## config.mk

```make
export PLATFORM = sky130hd
export DESIGN_NAME = tt_sweep_collector
export DESIGN_NICKNAME = d
export VERILOG_FILES = /design/src/rtl/tt_sweep_pkg.sv /design/src/rtl/tt_lat_shift.sv /design/src/rtl/tt_sweep_collector.sv
export SDC_FILE = /design/constraint.sdc
export NUM_CORES = 1
export LEC_CHECK = 0
export BUFFER_PORTS_ARGS = -buffer_cell sky130_fd_sc_hd__buf_4
export CORE_MARGIN = 2
export CORE_UTILIZATION = 57
export CTS_CLUSTER_DIAMETER = 60
export DETAILED_ROUTE_END_ITERATION = 10
export PLACE_DENSITY_LB_ADDON = 0.1
export SLEW_MARGIN = 20
export SYNTH_ARGS = -nofsm -noshare
export SYNTH_HDL_FRONTEND = slang
export SYNTH_HIERARCHICAL = 1
export SYNTH_SLANG_ARGS = --single-unit
```

## constraint.sdc

```tcl
create_clock -name clk -period 3.2 [get_ports clk]
set_input_delay 0.64 -clock clk [delete_from_list [all_inputs] [get_ports clk]]
set_output_delay 0.64 -clock clk [all_outputs]
set_load 0.02 [all_outputs]
```

## src/rtl/tt_sweep_pkg.sv

```systemverilog
// Shared constants and types for the truth-table sweep collector.
// Optional onset counting is enabled by TT_SWEEP_ONSET_COUNT_EN (see tt_sweep_collector).
package tt_sweep_pkg;

  localparam int unsigned TT_N_IN = 7;
  localparam int unsigned TT_W    = 1 << TT_N_IN;

  typedef logic [TT_N_IN-1:0] tt_idx_t;

  typedef enum logic [1:0] {
    StIdle,
    StSweep,
    StDrain,
    StDone
  } tt_state_e;

endpackage

```

## src/rtl/tt_lat_shift.sv

```systemverilog
// Delays the (issue enable, index) pair by Lat cycles so the capture lines up with the
// function network's latency; a plain wire when Lat is zero.
module tt_lat_shift #(
  parameter int unsigned Lat  = 0,
  parameter int unsigned IdxW = 7
) (
  input  logic            clk_i,
  input  logic            rst_i,
  input  logic            en_i,
  input  logic [IdxW-1:0] idx_i,
  output logic            en_o,
  output logic [IdxW-1:0] idx_o
);

  if (Lat == 0) begin : g_pass
    logic unused_clk_rst;
    assign unused_clk_rst = clk_i ^ rst_i;
    assign en_o  = en_i;
    assign idx_o = idx_i;
  end else begin : g_pipe
    logic [Lat-1:0]  en_q;
    logic [IdxW-1:0] idx_q [Lat];

    always_ff @(posedge clk_i) begin
      if (rst_i) begin
        en_q <= '0;
        for (int unsigned i = 0; i < Lat; i++) begin
          idx_q[i] <= '0;
        end
      end else begin
        en_q[0]  <= en_i;
        idx_q[0] <= idx_i;
        for (int unsigned i = 1; i < Lat; i++) begin
          en_q[i]  <= en_q[i-1];
          idx_q[i] <= idx_q[i-1];
        end
      end
    end

    assign en_o  = en_q[Lat-1];
    assign idx_o = idx_q[Lat-1];
  end

endmodule

```

## src/rtl/tt_sweep_collector.sv

```systemverilog
// Sweeps all 2**N_IN input vectors through a Boolean network and assembles its truth table.
// Define TT_SWEEP_ONSET_COUNT_EN to add the onset_cnt (table popcount) output.
module tt_sweep_collector
  import tt_sweep_pkg::*;
#(
  parameter int unsigned N_IN     = TT_N_IN,
  parameter int unsigned FUNC_LAT = 0
) (
  input  logic                    clk,
  input  logic                    rst,
  input  logic                    start,
  output logic [N_IN-1:0]         x_vec,
  input  logic                    func_out,
  output logic                    busy,
  output logic                    tt_valid,
  input  logic                    tt_ready,
  output logic [(1 << N_IN)-1:0]  tt_data
`ifdef TT_SWEEP_ONSET_COUNT_EN
  ,
  output logic [N_IN:0]           onset_cnt
`endif
);

  localparam int unsigned TtW = 1 << N_IN;

  tt_state_e        state_q;
  logic [N_IN:0]    cnt_q;
  logic             busy_q;
  logic             valid_q;
  logic [TtW-1:0]   tt_data_q;

  logic             issue_en;
  logic             issue_last;
  logic [N_IN-1:0]  issue_idx;
  logic             cap_en;
  logic             cap_last;
  logic [N_IN-1:0]  cap_idx;
  logic             sweep_entry;

  assign issue_en    = (state_q == StSweep);
  assign issue_idx   = cnt_q[N_IN-1:0];
  assign issue_last  = issue_en && (&issue_idx);
  assign cap_last    = cap_en && (&cap_idx);
  assign sweep_entry = (state_q == StIdle) && start;

  tt_lat_shift #(
    .Lat  (FUNC_LAT),
    .IdxW (N_IN)
  ) u_lat_shift (
    .clk_i (clk),
    .rst_i (rst),
    .en_i  (issue_en),
    .idx_i (issue_idx),
    .en_o  (cap_en),
    .idx_o (cap_idx)
  );

  // The counter is held at zero outside SWEEP, so it can drive x_vec directly.
  always_ff @(posedge clk) begin
    if (rst) begin
      state_q <= StIdle;
      cnt_q   <= '0;
      busy_q  <= 1'b0;
      valid_q <= 1'b0;
    end else begin
      unique case (state_q)
        StIdle: begin
          if (start) begin
            state_q <= StSweep;
            busy_q  <= 1'b1;
          end
        end
        StSweep: begin
          if (issue_last) begin
            cnt_q <= '0;
            if (cap_last) begin
              state_q <= StDone;
              busy_q  <= 1'b0;
              valid_q <= 1'b1;
            end else begin
              state_q <= StDrain;
            end
          end else begin
            cnt_q <= cnt_q + (N_IN+1)'(1);
          end
        end
        StDrain: begin
          if (cap_last) begin
            state_q <= StDone;
            busy_q  <= 1'b0;
            valid_q <= 1'b1;
          end
        end
        StDone: begin
          if (tt_ready) begin
            state_q <= StIdle;
            valid_q <= 1'b0;
          end
        end
        default: begin
          state_q <= StIdle;
          cnt_q   <= '0;
          busy_q  <= 1'b0;
          valid_q <= 1'b0;
        end
      endcase
    end
  end

  always_ff @(posedge clk) begin
    if (rst) begin
      tt_data_q <= '0;
    end else if (sweep_entry) begin
      tt_data_q <= '0;
    end else if (cap_en) begin
      tt_data_q[cap_idx] <= func_out;
    end
  end

`ifdef TT_SWEEP_ONSET_COUNT_EN
  logic [N_IN:0] onset_q;

  always_ff @(posedge clk) begin
    if (rst) begin
      onset_q <= '0;
    end else if (sweep_entry) begin
      onset_q <= '0;
    end else if (cap_en) begin
      onset_q <= onset_q + (N_IN+1)'(func_out);
    end
  end

  assign onset_cnt = onset_q;
`endif

  assign x_vec    = cnt_q[N_IN-1:0];
  assign busy     = busy_q;
  assign tt_valid = valid_q;
  assign tt_data  = tt_data_q;

endmodule

```

# Word level (Yosys, flattened, before mapping)
# Cells that the tools add are included.
dict set report op_classes {
  addsub 1
  order_cmp 2
  n_eq_ne 6
  n_mux 14
  n_reduce_logical 12
}
# operator n
set ops {}
lappend ops {{128-bit bitwise mux} 1}
lappend ops {{3-bit AND reduction} 3}
lappend ops {{8-bit by 1-bit adder with 8-bit output (second input constant)} 1}
lappend ops {{7-bit by 8-bit less-than comparator with 1-bit output (second input constant)} 1}
lappend ops {{8-bit 2-to-1 mux} 1}
lappend ops {{1-bit demux with 7-bit select} 1}
lappend ops {{7-bit by 1-bit >= comparator with 1-bit output (second input constant)} 1}
lappend ops {{7-bit AND reduction} 1}
lappend ops {{2-bit 2-to-1 mux} 3}
lappend ops {{2-bit one-hot mux with 3 select lines} 1}
lappend ops {{1-bit 2-to-1 mux} 5}
lappend ops {{2-bit == test (second input constant)} 2}
lappend ops {{2-bit != test (second input constant)} 2}
lappend ops {{1-bit one-hot mux with 2 select lines} 2}
lappend ops {{2-bit nonzero test} 2}
lappend ops {{2-bit OR reduction} 2}
lappend ops {{1-bit logical AND} 3}
lappend ops {{2-bit by 1-bit == test with 1-bit output (second input constant)} 1}
lappend ops {{2-bit logical NOT} 1}
lappend ops {{2-bit by 1-bit != test with 1-bit output (second input constant)} 1}
dict set report word_totals {
  regBits 140
  inputBits 5
  wordCells 40
}

# Longest topological paths before layout
dict set report logic_depth {
  ltp_word 5
  mapped_depth 8
  mapped_depth_nobuf 6
}

# Hierarchy
# Netlist, hierarchy kept.
# module n_inst cells_each area_each_um2 seq_area_each_um2
set by_module_without_submodules {}
lappend by_module_without_submodules {tt_sweep_collector 1 705 5664.2 2782.7}
lappend by_module_without_submodules {tt_lat_shift 1 8 60.1 0.0}

# Worst setup path after synthesis
# Ideal clock, no wire load.
dict set report synth_timing {
  path_kind {register to register}
  from {register state_q[1]}
  to {register state_q[0]}
  setup_time_ns 0.087
  arrival_ns 1.820
  required_time_ns 3.113
  path_slack_ns 1.293
  path_stages_with_launch 9
  period_less_slack_ns 1.907
  path_cell_list {dfxtp_1 inv_1 ha_1 buf_4 nand4_1 buf_2 o311a_1 a311o_1 o31ai_1}
}
dict set report synth_via {
  elab_chain_len 4
}
# item line
set synth_lines {}
lappend synth_lines {{start: declaration} tt_sweep_collector.sv:26} ;# tt_state_e state_q;
lappend synth_lines {{start signal: assignment} tt_sweep_collector.sv:61} ;# state_q <= StIdle;
lappend synth_lines {{start signal: assignment} tt_sweep_collector.sv:69} ;# state_q <= StSweep;
lappend synth_lines {{start signal: assignment} tt_sweep_collector.sv:77} ;# state_q <= StDone;
lappend synth_lines {{2-bit by 1-bit == test with 1-bit output (*)} tt_sweep_collector.sv:40} ;# assign issue_en = (state_q == StSweep);
lappend synth_lines {{via issue_en} tt_sweep_collector.sv:32} ;# logic issue_en;
lappend synth_lines {{2-bit OR reduction (no line) / 1-bit logical AND (equally long branches)} --}
lappend synth_lines {{2-bit by 1-bit != test with 1-bit output (no line)} --}
lappend synth_lines {{3-bit AND reduction (no line)} --}
# Mark *: on every way through the listed nets, which the timed path passes. The rest lies on a longest branch.
# A chain may end at the register's enable or synchronous reset.

# Worst setup path in the final report
dict set report layout_timing {
  from {register state_q[1]}
  to {register tt_data_q[42], in the netlist tt_data[42]}
}
# item line
set layout_rtl {}
lappend layout_rtl {{2-bit by 1-bit == test with 1-bit output} tt_sweep_collector.sv:40}
lappend layout_rtl {{via issue_en} tt_sweep_collector.sv:32}
lappend layout_rtl {{end signal: indexed assignment} tt_sweep_collector.sv:116} ;# tt_data_q[cap_idx] <= func_out;
lappend layout_rtl {{end: declaration} tt_sweep_collector.sv:30} ;# logic [TtW-1:0] tt_data_q;
# The timed path passes the listed nets, and every way through them passes these cells.

==> impl_metrics.json <==
{
  "yosysTopAreaCell": "dfxtp_1",
  "cts_max_level": 4,
  "die_y_um": 104.2,
  "whs_path_depth": 2,
  "worstPathArrival_ns": 2.98,
  "final_cell_mix": "buf_4 (155), dfxtp_1 (139), nand3_1 (137), a21oi_1 (132), o21ai_0 (130)",
  "ant_nets": 0,
  "final_common_cell": "buf_4",
  "stdcell_area_um2": 7455,
  "startpoint_type": "flop",
  "drt_iter0_drc": 701,
  "hpwl_mm": 12.01,
  "dr.pass1.iters": 6,
  "gr-max-usage-layer": "met2",
  "clock-sinks": 139,
  "fin_nets": 840,
  "worstSetupStartpoint": "state_q[1]$_SDFFE_PP0P_",
  "grt_antenna_before_repair": 0,
  "grt_usage_pct": 33.75,
  "avgRoutedWirePerCell_um": 19.30,
  "timing.rr.end": "tt_data[42]$_SDFFE_PP0P_",
  "status": "completed",
  "finalPower_mw": 4.404,
  "leakagePower_nw": 2.714,
  "setup_tns_ns": 0,
  "path_clk_slew_ns": 0.06,
  "drc": 0,
  "die_area_um2": 10860,
  "period_share_pct": 78.88,
  "hold_slack_ns": 0.3621,
  "tightest_slew_ns": 1.079,
  "crit_path_max_fanout": 14,
  "clock_skew_ns": 0.006833,
  "grt_max_degree": 74,
  "rsz0062_at_grt": "false",
  "placed_cells": 942,
  "clk_latency_ns": 0.53,
  "netlist_area_um2": 5724,
  "powerDensity_nw_per_um2": 590.8,
  "fin_ws_ns": 0.6759,
  "synth_nets": 725,
  "ys_seq_area_share_pct": 48.61,
  "ctsResizeCount": 0,
  "reg2reg_slack_ns": 0.68,
  "setup_viol": 0,
  "r2r_start": "state_q[1]$_SDFFE_PP0P_",
  "cts_root_buffer": "clkbuf_8",
  "cts_tree": "yes",
  "die_x_um": 104.2,
  "drt_wl_total_mm": 18.80,
  "vias": 6133,
  "cts_setup_buffers": 0,
  "numCtsBuffers": 17,
  "pin_count": 142,
  "vias_per_cell": 6.297,
  "hold_violations": 0,
  "grtUsageMet1_pct": 43.50,
  "ir_worst_vdd_uv": 476.9,
  "required_ns": 3.66,
  "maxSlewViolCount": 0,
  "synth_warnings": 6,
  "use_met2_pct": 56.06,
  "synth.distinct_cells": 30,
  "port_buffers": 141,
  "syn_to_final_growth_pct": 30.23,
  "slew_headroom_pct": 27.53,
  "maxCapViolCount": 0,
  "synth_top_area_share_pct": 48.61,
  "drive_above_1_share_pct": 22.95,
  "ff2ff_path_depth": 7,
  "fin_crit_ns": 2.524,
  "critPathKind": "reg -> reg",
  "routabilityCongestion": 0.8394,
  "syn_inst": 713,
  "rows": 36,
  "hold_end": "cnt_q[6]$_SDFFE_PP0P_",
  "dp_slack_ns": 0.7265,
  "fmax_mhz": 396.2,
  "diodes": 0,
  "clockBufferDepth": 2,
  "core_um2": 9774,
  "hp-start": "rst",
  "final_cells": 974,
  "synth.area.top_cells": "dfxtp_1 (49%), nand3_1 (12%), a21oi_1 (12%)",
  "cp-end-kind": "flop",
  "ys_ff_latch": 139,
  "initial_core_util_pct": 58.56,
  "grt_pass1_wl_mm": 29.28,
  "grt_pass1_vias": 5599,
  "placed_area_um2": 6820,
  "cts_hold_buf": 0,
  "fin_util_pct": 76.27,
  "avgSynthCellArea_um2": 8.028,
  "holdCritPathClass": "in -> reg",
  "use_met3_pct": 6.830,
  "overflow": 0
}
-- critical path, cell delays in order (launching register included) --
cell and delay (ns):
dfxtp_1 0.36, inv_1 0.12, ha_1 0.43, nand2b_1 0.19, nor2_1 0.74, buf_4 0.33, nand3_1 0.11, a21oi_1 0.16
-- registers in the layout (all words and copies together), names as in the netlist --
name and count:
busy 1, cnt_q 7, state_q 2, tt_data 128, tt_valid 1
-- power by group --
part | switching (mW) | internal, mW | leakage, nW | total [mW]
Clock | 0.737 | 1.35 | 0.304 | 2.09
Combinational | 0.381 | 0.141 | 1.29 | 0.521
Sequential | 0.0406 | 1.76 | 1.12 | 1.80
-- cell usage after synthesis, drive strengths merged --
cell / instances
o21ai: 131
a31oi: 1
nand2: 24
a211oi: 1
clkbuf: 38
nand2b: 11
a21o: 2
xor2: 3
buf: 23
o31ai: 2
a311o: 2
o311a: 1
nor2: 26
nor2b: 8
a21oi: 132
o211ai: 1
inv: 4
or3: 2
nand4: 6
nor4: 1
nor3: 9
nand3: 137
mux2i: 1
xnor2: 1
dfxtp: 139
ha: 7
-- layer usage --
metal  share of wire, %  wire (µm)  up-vias
li1                   -          -     2798
met1                 38       7193     2892
met2                 49       9279      385
met3                 10       1884       58
met4                2.3        437        0
met5                  0          0        -
-- worst max path at each step --
stage	end	slack, ns	cells past startpoint
floorplan	state_q[0]$_SDFFE_PP0P_	1.29	8
global placement	tt_data[86]$_SDFFE_PP0P_	0.88	6
detailed placement	tt_data[42]$_SDFFE_PP0P_	0.73	7
CTS	tt_data[42]$_SDFFE_PP0P_	0.73	7
global route	tt_data[78]$_SDFFE_PP0P_	0.51	6
finish	tt_data[42]$_SDFFE_PP0P_	0.68	7
-- cells by family (layout without fill, tap and decap cells) --
kind of cell / Yosys count / in the layout / synth area share, %
adders and majority gates: 7 / 7 / 1.530
muxes: 1 / 1 / 0.1749
xor gates and xnor gates: 4 / 4 / 0.6121
and+or+nand+nor: 224 / 224 / 19.48
buffers and inverters: 65 / 193 / 5.180
AOI/OAI and AO/OA: 273 / 273 / 24.42
DFF: 139 / 139 / 48.61
-- final cells by class --
cell class                 instances  area (µm²)
timing repair buffer             157        1204
inverter                           4       15.01
clock inverter                    10       161.4
sequential                       139        2783
multi-input combinational        509        2653
tap                              133       166.4
fill                             701        2320
clock buffer                      22       473.0
(Power assumes the default switching activity.)
